$ cat src/rtl/pipeline_hazard_ctrl.sv
// Decode-stage RAW scoreboard: tracks rd of EX/MEM/WB instrs, stalls decode combinationally, registers EX bubble/forward selects.
// Optional FORWARDING_EN: forward from EX/MEM and MEM/WB, stalling only on load-use; otherwise stall until the producer retires.
module pipeline_hazard_ctrl #(
   parameter int WB_BYPASS   = 1,
   parameter int STALL_CNT_W = 16
) (
   input  logic                   clk_i,
   input  logic                   rst_i,
   input  logic                   dec_valid_i,
   input  logic [4:0]             dec_rs1_i,
   input  logic [4:0]             dec_rs2_i,
   input  logic                   dec_rs1_used_i,
   input  logic                   dec_rs2_used_i,
   input  logic [4:0]             dec_rd_i,
   input  logic                   dec_reg_write_i,
   input  logic                   dec_is_load_i,
   input  logic                   flush_i,
   output logic                   stall_o,
   output logic                   issue_o,
   output logic                   bubble_o,
   output logic [1:0]             fwd_a_sel_o,
   output logic [1:0]             fwd_b_sel_o,
   output logic [STALL_CNT_W-1:0] stall_cnt_o
);

   typedef struct packed {
      logic       vld;
      logic [4:0] rd;
      logic       wr;
      logic       ld;
   } trk_t;

   trk_t                   s1_q, s2_q, s3_q, s1_d;
   logic                   bubble_q, bubble_d;
   logic [1:0]             fwd_a_q, fwd_a_d, fwd_b_q, fwd_b_d;
   logic [STALL_CNT_W-1:0] stall_cnt_q, stall_cnt_d;

   function automatic logic match(input trk_t e, input logic [4:0] rs, input logic used);
      return e.vld & e.wr & (e.rd == rs) & (rs != 5'd0) & used;
   endfunction

   logic hit1_a, hit1_b, hit2_a, hit2_b, hit3_a, hit3_b;
   logic wb_haz, hazard;

   assign hit1_a = match(s1_q, dec_rs1_i, dec_rs1_used_i);
   assign hit1_b = match(s1_q, dec_rs2_i, dec_rs2_used_i);
   assign hit2_a = match(s2_q, dec_rs1_i, dec_rs1_used_i);
   assign hit2_b = match(s2_q, dec_rs2_i, dec_rs2_used_i);
   assign hit3_a = match(s3_q, dec_rs1_i, dec_rs1_used_i);
   assign hit3_b = match(s3_q, dec_rs2_i, dec_rs2_used_i);

   // A non-bypassing regfile returns the stale value while WB is writing it.
   assign wb_haz = (WB_BYPASS == 0) & (hit3_a | hit3_b);

`ifdef FORWARDING_EN
   assign hazard = ((hit1_a | hit1_b) & s1_q.ld) | wb_haz;
`else
   assign hazard = hit1_a | hit1_b | hit2_a | hit2_b | wb_haz;
`endif

   assign stall_o = dec_valid_i & ~flush_i & hazard;
   assign issue_o = dec_valid_i & ~flush_i & ~stall_o;

   always_comb begin
      s1_d     = '0;
      bubble_d = ~issue_o;
      fwd_a_d  = 2'b00;
      fwd_b_d  = 2'b00;
      if (issue_o) begin
         s1_d.vld = 1'b1;
         s1_d.rd  = dec_rd_i;
         s1_d.wr  = dec_reg_write_i;
         s1_d.ld  = dec_is_load_i;
`ifdef FORWARDING_EN
         // Youngest producer wins: EX/MEM result is newer than MEM/WB.
         if (hit1_a)      fwd_a_d = 2'b01;
         else if (hit2_a) fwd_a_d = 2'b10;
         if (hit1_b)      fwd_b_d = 2'b01;
         else if (hit2_b) fwd_b_d = 2'b10;
`endif
      end
   end

   always_comb begin
      stall_cnt_d = stall_cnt_q;
      if (stall_o && (stall_cnt_q != '1)) begin
         stall_cnt_d = stall_cnt_q + STALL_CNT_W'(1);
      end
   end

   always_ff @(posedge clk_i) begin
      if (rst_i) begin
         s1_q        <= '0;
         s2_q        <= '0;
         s3_q        <= '0;
         bubble_q    <= 1'b1;
         fwd_a_q     <= 2'b00;
         fwd_b_q     <= 2'b00;
         stall_cnt_q <= '0;
      end else begin
         s1_q        <= s1_d;
         s2_q        <= s1_q;
         s3_q        <= s2_q;
         bubble_q    <= bubble_d;
         fwd_a_q     <= fwd_a_d;
         fwd_b_q     <= fwd_b_d;
         stall_cnt_q <= stall_cnt_d;
      end
   end

   assign bubble_o    = bubble_q;
   assign fwd_a_sel_o = fwd_a_q;
   assign fwd_b_sel_o = fwd_b_q;
   assign stall_cnt_o = stall_cnt_q;

endmodule
$ cat config.mk
export PLATFORM = sky130hd
export DESIGN_NAME = pipeline_hazard_ctrl
export DESIGN_NICKNAME = d
export VERILOG_FILES = /design/src/rtl/pipeline_hazard_ctrl.sv
export SDC_FILE = /design/constraint.sdc
export NUM_CORES = 1
export LEC_CHECK = 0
export ABC_AREA = 1
export BUFFER_PORTS_ARGS = -buffer_cell sky130_fd_sc_hd__buf_4
export CORE_MARGIN = 1.5
export CORE_UTILIZATION = 53
export DETAILED_ROUTE_END_ITERATION = 10
export GPL_TIMING_DRIVEN = 0
export PLACE_DENSITY = 0.79
export SYNTH_ARGS = -nofsm -noshare
export SYNTH_HDL_FRONTEND = slang
export SYNTH_SLANG_ARGS = --single-unit
$ cat constraint.sdc
create_clock -name clk_i -period 2 [get_ports clk_i]
set_input_delay 0.3 -clock clk_i [delete_from_list [all_inputs] [get_ports clk_i]]
set_output_delay 0.3 -clock clk_i [all_outputs]
set_load 0.1 [all_outputs]
Yosys cells after proc, flatten, opt, wreduce, memory -nomap -nowiden
Index checks and enable logic that the tools add are counted.
- register bits after elaboration: 31
- bits in latches: 0
- bits in writable memories: 0
- bits in read-only memories: 0
- input bits: 23
- word-level logic and storage cells: 42
- memories kept: 0
- $add $sub $neg: 1
- $mul: 0
- div/mod/pow operators: 0
- order comparisons: 0
- equality and inequality tests: 5
- shift-type cells: 0
- mux-type cells: 1
- bitwise operators: 23
- reduce and logical (&&, ||, !) cells: 4
- operator list (operator ; number):
    $eq A5 B5 Y1 ; 4
    $and A1 B1 Y1 ; 17
    $add A16 B1 Y16 const B ; 1
    $ne A16 B16 Y1 const B ; 1
    $reduce_bool A5 Y1 ; 2
    $mux W8 ; 1
    $not A1 Y1 ; 3
    $or A1 B1 Y1 ; 3
    $reduce_or A2 Y1 ; 1
    $logic_and A1 B1 Y1 ; 1

Longest topological paths before layout
Gate-level depths: netlist of run 1.
- depth after elaboration: 12
- gate-level depth with buffers: 12
- depth with buffers taken out: 12

Least setup slack after synthesis of run 1
No wires, ideal clock.
- path type: input port to output port
- from: input port dec_valid_i
- to: output port stall_o
- arrival: 3218 ps
- required time: 1700 ps
- path slack: -1518 ps
- stages: 4
- buffers on the path: 1
- cell sequence: inv_1 > nor2_1 > clkbuf_1 > a21boi_0
- cells in the longest elaborated chain, start to end: 2
- RTL lines (element ; RTL line ; RTL):
    start, declared ; 9 ; input logic dec_valid_i,
    $and A1 B1 Y1 (2 in series) ; 61 ; assign stall_o = dec_valid_i & ~flush_i & hazard;
    end, declared ; 18 ; output logic stall_o,
No other way between the ends.

Worst setup path after layout of run 1
- from: register s1_q[4] in the netlist's numbering
- to: output port issue_o
- cells in the longest elaborated chain, start to end: 10
- elaborated cells on any way between the ends: 14
- RTL lines (element ; RTL line ; RTL):
    start, declared ; 33 ; trk_t s1_q, s2_q, s3_q, s1_d;
    start signal, assigned ; 93 ; s1_q <= '0;
    start signal, assigned ; 101 ; s1_q <= s1_d;
    $eq A5 B5 Y1 ; 39 ; return e.vld & e.wr & (e.rd == rs) & (rs != 5'd0) & used;
    $and A1 B1 Y1 (3 in series) ; 39 ;
    $or A1 B1 Y1 (*) (3 in series) ; 58 ; assign hazard = hit1_a | hit1_b | hit2_a | hit2_b | wb_haz;
    $and A1 B1 Y1 (*) ; 61 ;
    $not A1 Y1 (*) ; 62 ; assign issue_o = dec_valid_i & ~flush_i & ~stall_o;
    $and A1 B1 Y1 (*) ; 62 ;
    end, declared ; 19 ; output logic issue_o,
Mark *: on every way between the ends. The rest lies on a longest branch, timed or not.

==> results of run 1 <==
-- area by class of cell --
class	count	area, um2
Buffer	10	62.6
Clock buffer	5	37.5
Clock inverter	3	23.8
Fill cell	309	960
Inverter	46	173
Multi-Input combinational cell	213	1060
Sequential cell	31	658
Tap cell	46	57.6
Timing Repair Buffer	42	335
-- kinds of logic after synthesis --
logic type	share of synthesized area, %
compound gates	6.16
fa+ha+maj	0.669
flops	33.2
simple gates	42.1
xor+xnor	5.15
other cells	0.201
buf+inv	12.5
-- worst max-delay path, cell delays in order (launching register included) --
cell,delay (ns)
dfxtp_2,0.35
inv_2,0.06
nand2_1,0.05
nand2_1,0.09
nor2_2,0.05
nand3_1,0.07
nand2_1,0.06
nand2_2,0.10
nand2_4,0.07
nor3_4,0.22
buf_12,0.20
-- state kept, by name (all words and copies together) (netlist names) --
| register | flops |
|---|---|
| stall_cnt_o | 16 |
| s1_q | 7 |
| bubble_o | 1 |
| s2_q | 7 |
-- routing by layer --
layer  up-vias  GRT usage (%)  share of wire (%)
met5         -              0                  0
met4         0           6.67                1.1
met3         6           3.60                5.5
met2        63           36.7                 45
met1       881           33.5                 49
li1       1018              -                  -
-- stage by stage --
step | TNS (ns) | hold slack (ns) | util [%] | power (mW)
6_report | 0 | 0.151 | 71.5 | 1.18
5_1_grt | -0.109 | 0.143 | 71.5 | 1.24
4_1_cts | -0.00258 | 0.142 | 70.3 | 1.19
3_5_place_dp | -0.117 | 0.421 | 68.0 | 0.806
3_3_place_gp | -0.121 | 0.411 | 68.0 | 0.804
2_1_floorplan | -0.336 | 0.369 | - | 0.750
-- what timing repair did --
| action | 4_1_cts | 5_1_grt |
|---|---|---|
| pin swaps | 3 | 6 |
| resized for setup | 5 | 13 |
| endpoints found under the setup margin | 2 | 10 |
| gates cloned | 0 | 0 |
| setup buffers | 0 | 2 |
-- layout by cell type, fill, tap and decap left out, drive strengths merged, types with 5 or more instances in the layout --
master / Yosys / final
o21ai: 6 / 6
buf: 7 / 49
nor3: 5 / 5
inv: 46 / 47
nor2: 45 / 45
dfxtp: 31 / 31
nand4: 18 / 18
a21oi: 14 / 14
nand3: 11 / 11
nand2: 97 / 97
xnor2: 5 / 5
clkbuf: 3 / 8
xor2: 6 / 6
-- worst paths after layout --
path	endpoint	slack, ns
max reg2reg	stall_cnt_o[5]$_SDFFE_PP0P_	0.16
min	stall_cnt_o[15]$_SDFFE_PP0P_	0.15
max	issue_o	0.02
min reg2reg	s2_q[7]$_SDFF_PP0_	0.43
-- where the power goes --
| part | internal [mW] | switching [mW] |
|---|---|---|
| sequential | 0.621 | 0.00549 |
| clock | 0.140 | 0.242 |
| combinational | 0.0607 | 0.111 |
==> summary.md, run 1 <==
| Metric | Value |
|---|---|
| RR Startpoint | stall_cnt_o[0]$_SDFFE_PP0P_ |
| Aggregate global-route resource usage | 23.4% |
| Pre-CTS setup slack | -0.117 ns |
| Initial antenna violation count | 0 |
| Clk_skew | around 0.014 ns |
| Initial core utilization | 55.6% |
| Avg Cell Area, Syn | about 6.3 um2 |
| Hold path cells | 2 |
| Hold Fails Final Rpt | 0 |
| CTS tree | yes |
| Vias in the first global route | ~1.7k |
| Synth top area share | ~33% |
| H-tree Lvls | 2 |
| Max rail drop VDD | around 0.0004 V |
| Post-Syn Area | around 0.0019 mm2 |
| Chip Height | between 60 and 70 um |
| Clock root buffer | clkbuf_4 |
| Synthesis-stage register bit count | 31 |
| Worst EP required | 1.70 ns |
| Maxcap violations | 0 |
| Wire length per cell | ~11 um |
| Antenna diodes | 0 |
| Clock buffer depth | 2 |
| Kind of critical path | reg2out |
| Relative max-transition margin | approximately 65% |
| DR iter-0 viols | about 140 |
| Cell row count | 21 |
| Pwr per Cell Area | 491 mW/mm2 |
| Post-Layout Cell Count | 396 |
| Clk_lat worst skew | roughly 0.34 ns |
| CP Capture Type | primary output |
| Total CTS buffers | 5 |
| Final Max Tran Viols | 0 |
| Slew @ Worst Pin | between 0.5 and 0.6 ns |
| Cells after synthesis | between 200 and 300 |
| Core area | 0.00336 mm2 |
| CP arrival | approximately 1.7 ns |
| Synth warn | 0 |
| Critical hold path startpoint | rst_i |
| Distinct cells, synth | 28 |
| Largest net degree at the start of global routing | 13 |
| Status | complete, no violations |
| # hold bufs at CTS | 0 |
| Worst Slack Setup Final | approximately 0.023 ns |
| Clk slew on worst S/H paths | 0.11 ns |
| Top-count cell post-synth | nand2_1 |
| Leakage power | ~1.2 nW |
| CTS sink count | 31 |
| Final period util | between 90% and 100% |
| Startpoint type of the worst setup path | register |
| Register area share after synthesis | around a third |
| Layout cells sized above 1 | 32.0% |
| Post-synth top cells | nand2_1, inv_1, nor2_1, dfxtp_1, nand4_1 |
| Number of synthesized flops with an enable pin | 0 |
| Via count | between 1.5k and 2k |
| Crit path from | s1_q[4]$_SDFF_PP0_ |
| Post-route cell area | 0.00240 mm2 |
| Dominant cell type by area after synthesis | dfxtp_1 |
| Global-route wire length before repair | about 7400 um |
| Pre-Repair DR Iteration Count | 4 |
| Synth async-reset ratio | 0% |
| Reg2Reg Depth | 9 |
| Final HPWL DP | between 3000 and 4000 um |
| Worst-path fanout max | 3 |
| Fin crit period | ~2 ns |
| DRC | 0 |
| Port Buf Inserts | 40 |
| Min-delay worst type | in2reg |
| Post-Route WL | around 4300 um |
| FMAX | 0.506 GHz |
| DRT antenna net count | 0 |
| Die area | slightly below 0.004 mm2 |
| Area after DPL | between 0.002 and 0.0025 mm2 |
| Placed Cells | approximately 390 |
| Layout overhead on the synthesized area | 28.6% |
| Largest cells by area after synthesis | dfxtp_1, nand2_1, inv_1 |
| Ports | 46 |
| Ys flop type | dfxtp_1 |
| Placer Congestion | 0.914 |
| Setup-failing EPs final | 0 |
| RSZ-0062 raised after global routing | yes |
| Die Wd | 62.4 um |
| Total global routing overflow | 0 |
| Final #Nets | 373 |
| Via-to-Cell Ratio | between 4 and 5 |
No activity file was read; power rests on OpenSTA's default activity.
==> inputs of run 2 (changes only) <==
GPL_TIMING_DRIVEN = unset   (was 0)
==> run 2 against run 1 <==
Worst hold slack gained 0.021 ns. Fmax is 0.77% higher. First-iteration DRC count decreased by 5.0%. Die area did not move. Register-to-register slack improved by 0.07 ns. Global-route usage increased by 0.31 points. Sequential share of layout area up 0.16 points. Non-clock buffer count down 8. Via count decreased by 2.6%. Largest power group unchanged.
==> summary.md, run 2 (synthesis results as in run 1) <==
| Metric | Value |
|---|---|
| CTS tree | yes |
| Core area | roughly 0.0034 mm2 |
| Clk slew on worst S/H paths | 0.10 ns |
| Commonest non-fill, non-tap cells in the layout | nand2_1, nor2_1, buf_4, inv_1, dfxtp_2 |
| Peak-usage layer in the global routing report | met2 |
| Critical hold path startpoint | dec_rd_i[2] |
| Post-route cell area | about 0.0024 mm2 |
| FMAX | between 0.5 and 0.6 GHz |
| Cell row count | 21 |
| Largest net degree at the start of global routing | 23 |
| Worst-path fanout max | 4 |
| RSZ-0062 raised after global routing | yes |
| Pwr per Cell Area | roughly 550 mW/mm2 |
| CP Capture Type | primary output |
| Clk_lat worst skew | between 0.3 and 0.4 ns |
| Setup-failing EPs final | 0 |
| Startpoint type of the worst setup path | register |
| Vias in the first global route | 1739 |
| End of the worst hold path | s1_q[4]$_SDFF_PP0_ |
| Max reg flops | 16 |
| Layout overhead on the synthesized area | 26.6% |
| Clock root buffer | clkbuf_4 |
| Kind of critical path | reg2out |
| DRC | 0 |
| Die area | roughly 0.004 mm2 |
| Clock buffer depth | 2 |
| Commonest non-fill, non-tap cell in the layout | nand2_1 |
| DR iter-0 viols | roughly 130 |
| Worst hold slack | 0.172 ns |
| Fin crit period | just under 2 ns |
| Clk_skew | about 0.0093 ns |
| Final HPWL DP | 3190 um |
| Hold path cells | 3 |
| DRT antenna net count | 0 |
| Initial antenna violation count | 0 |
| Min-delay worst type | in2reg |
| Worst Slack Setup Final | ~0.038 ns |
| Global-route wire length before repair | around 7500 um |
| Aggregate global-route resource usage | 23.7% |
| Wire length per cell | approximately 11 um |
| Total global routing overflow | 0 |
| Via count | ~1.9k |
| Placer Congestion | approximately 0.9 |
| Via-to-Cell Ratio | 4.94 |
| CP arrival | between 1.5 and 2 ns |
| Ports | 46 |
| Status | complete, no violations |
| Worst EP required | between 1.5 and 2 ns |
| Post-Route WL | 4260 um |
| H-tree Lvls | 2 |
| Max rail drop VDD | approximately 0.00042 V |
| Antenna diodes | 0 |
| Total CTS buffers | 5 |
| Leakage power | about 1.2 nW |
| Die Wd | around 62 um |
| Final core utilization | about 70% |
| Final Max Tran Viols | 0 |
| Final period util | slightly below 100% |
| Reg2Reg Depth | 9 |
| Maxcap violations | 0 |
| Hold Fails Final Rpt | 0 |
| Global Route met2 Usage | between 30% and 40% |
| Pre-Repair DR Iteration Count | 4 |
| Flop-to-flop setup slack | around 0.23 ns |
| Chip Height | slightly above 60 um |
| Initial core utilization | a little under three fifths |
| GR Util met1 | 33.1% |
| # hold bufs at CTS | 0 |
| Met3 Use GR | ~5.4% |
| Area after DPL | approximately 0.0022 mm2 |
| Pre-CTS setup slack | around 0.21 ns |
| Port Buf Inserts | 40 |
| Layout cells sized above 1 | around 29% |
| RR Startpoint | stall_cnt_o[0]$_SDFFE_PP0P_ |
| CTS sink count | 31 |
| Final #Nets | about 370 |
| RR Endpoint | stall_cnt_o[15]$_SDFFE_PP0P_ |
==> run 2: cell count changes in the layout (fill, tap and decap cells not counted), sizes merged <==
cell	delta
clkinv	+1
bufinv	+1
clkbuf	-2
clkinvlp	-2
inv	-1
buf	-5
==> run 2: metal layers <==
metal	up-vias	wire [um]
li1	1002	-
met2	74	1790
met4	0	82
met1	833	2090
met3	8	299
met5	-	0
==> run 2: where the power goes <==
group	internal [mW]	total [mW]	leakage, nW	switching, mW
Sequential	0.622	0.627	0.262	0.00523
Clock	0.295	0.514	0.0482	0.219
Combinational	0.0549	0.164	0.845	0.109
Total	0.972	1.30	1.16	0.333
==> run 2: repair_timing <==
item,4_1_cts,5_1_grt
endpoints found under the hold margin,0,0
resized for setup,3,5
setup endpoints to repair,1,2
setup buffers,0,1
pin swaps,1,4
==> run 2: stage by stage <==
stage / power, mW / setup TNS (ns) / std cells
after CTS: 1.32 / 0 / 387
final: 1.30 / 0 / 388
after detailed placement: 0.800 / 0 / 379
after floorplan: 0.750 / -0.336 / 300
after global placement: 0.798 / 0 / 379
after global routing: 1.36 / -0.113 / 388
==> run 2: worst max-delay path by stage <==
stage	to	startpoint
after floorplan	stall_o	dec_valid_i
after global placement	issue_o	dec_rs2_i[2]
after detailed placement	issue_o	dec_rs2_i[2]
after CTS	stall_o	s1_q[7]$_SDFF_PP0_
after global routing	issue_o	s1_q[2]$_SDFF_PP0_
final	issue_o	s1_q[2]$_SDFF_PP0_
==> run 2: worst max-delay path, stage by stage (launching register included) <==
cell and delay [ns]:
dfxtp_2 0.34, inv_2 0.07, nand2_1 0.06, o21ai_1 0.07, nor2_1 0.05, nand3_1 0.06, nand2_1 0.07, nand2_2 0.10
nand2_4 0.07, nor3_4 0.22, buf_12 0.21
==> run 2: area by class of cell <==
| class | count | area (um2) |
|---|---|---|
| multi-input cells | 213 | 1050 |
| fillers | 317 | 996 |
| flip-flops and latches | 31 | 652 |
| repair buffers | 44 | 350 |
| inverters | 46 | 173 |
| well taps | 46 | 57.6 |
| clock buffers | 6 | 51.3 |
| clock inverters | 2 | 35.0 |
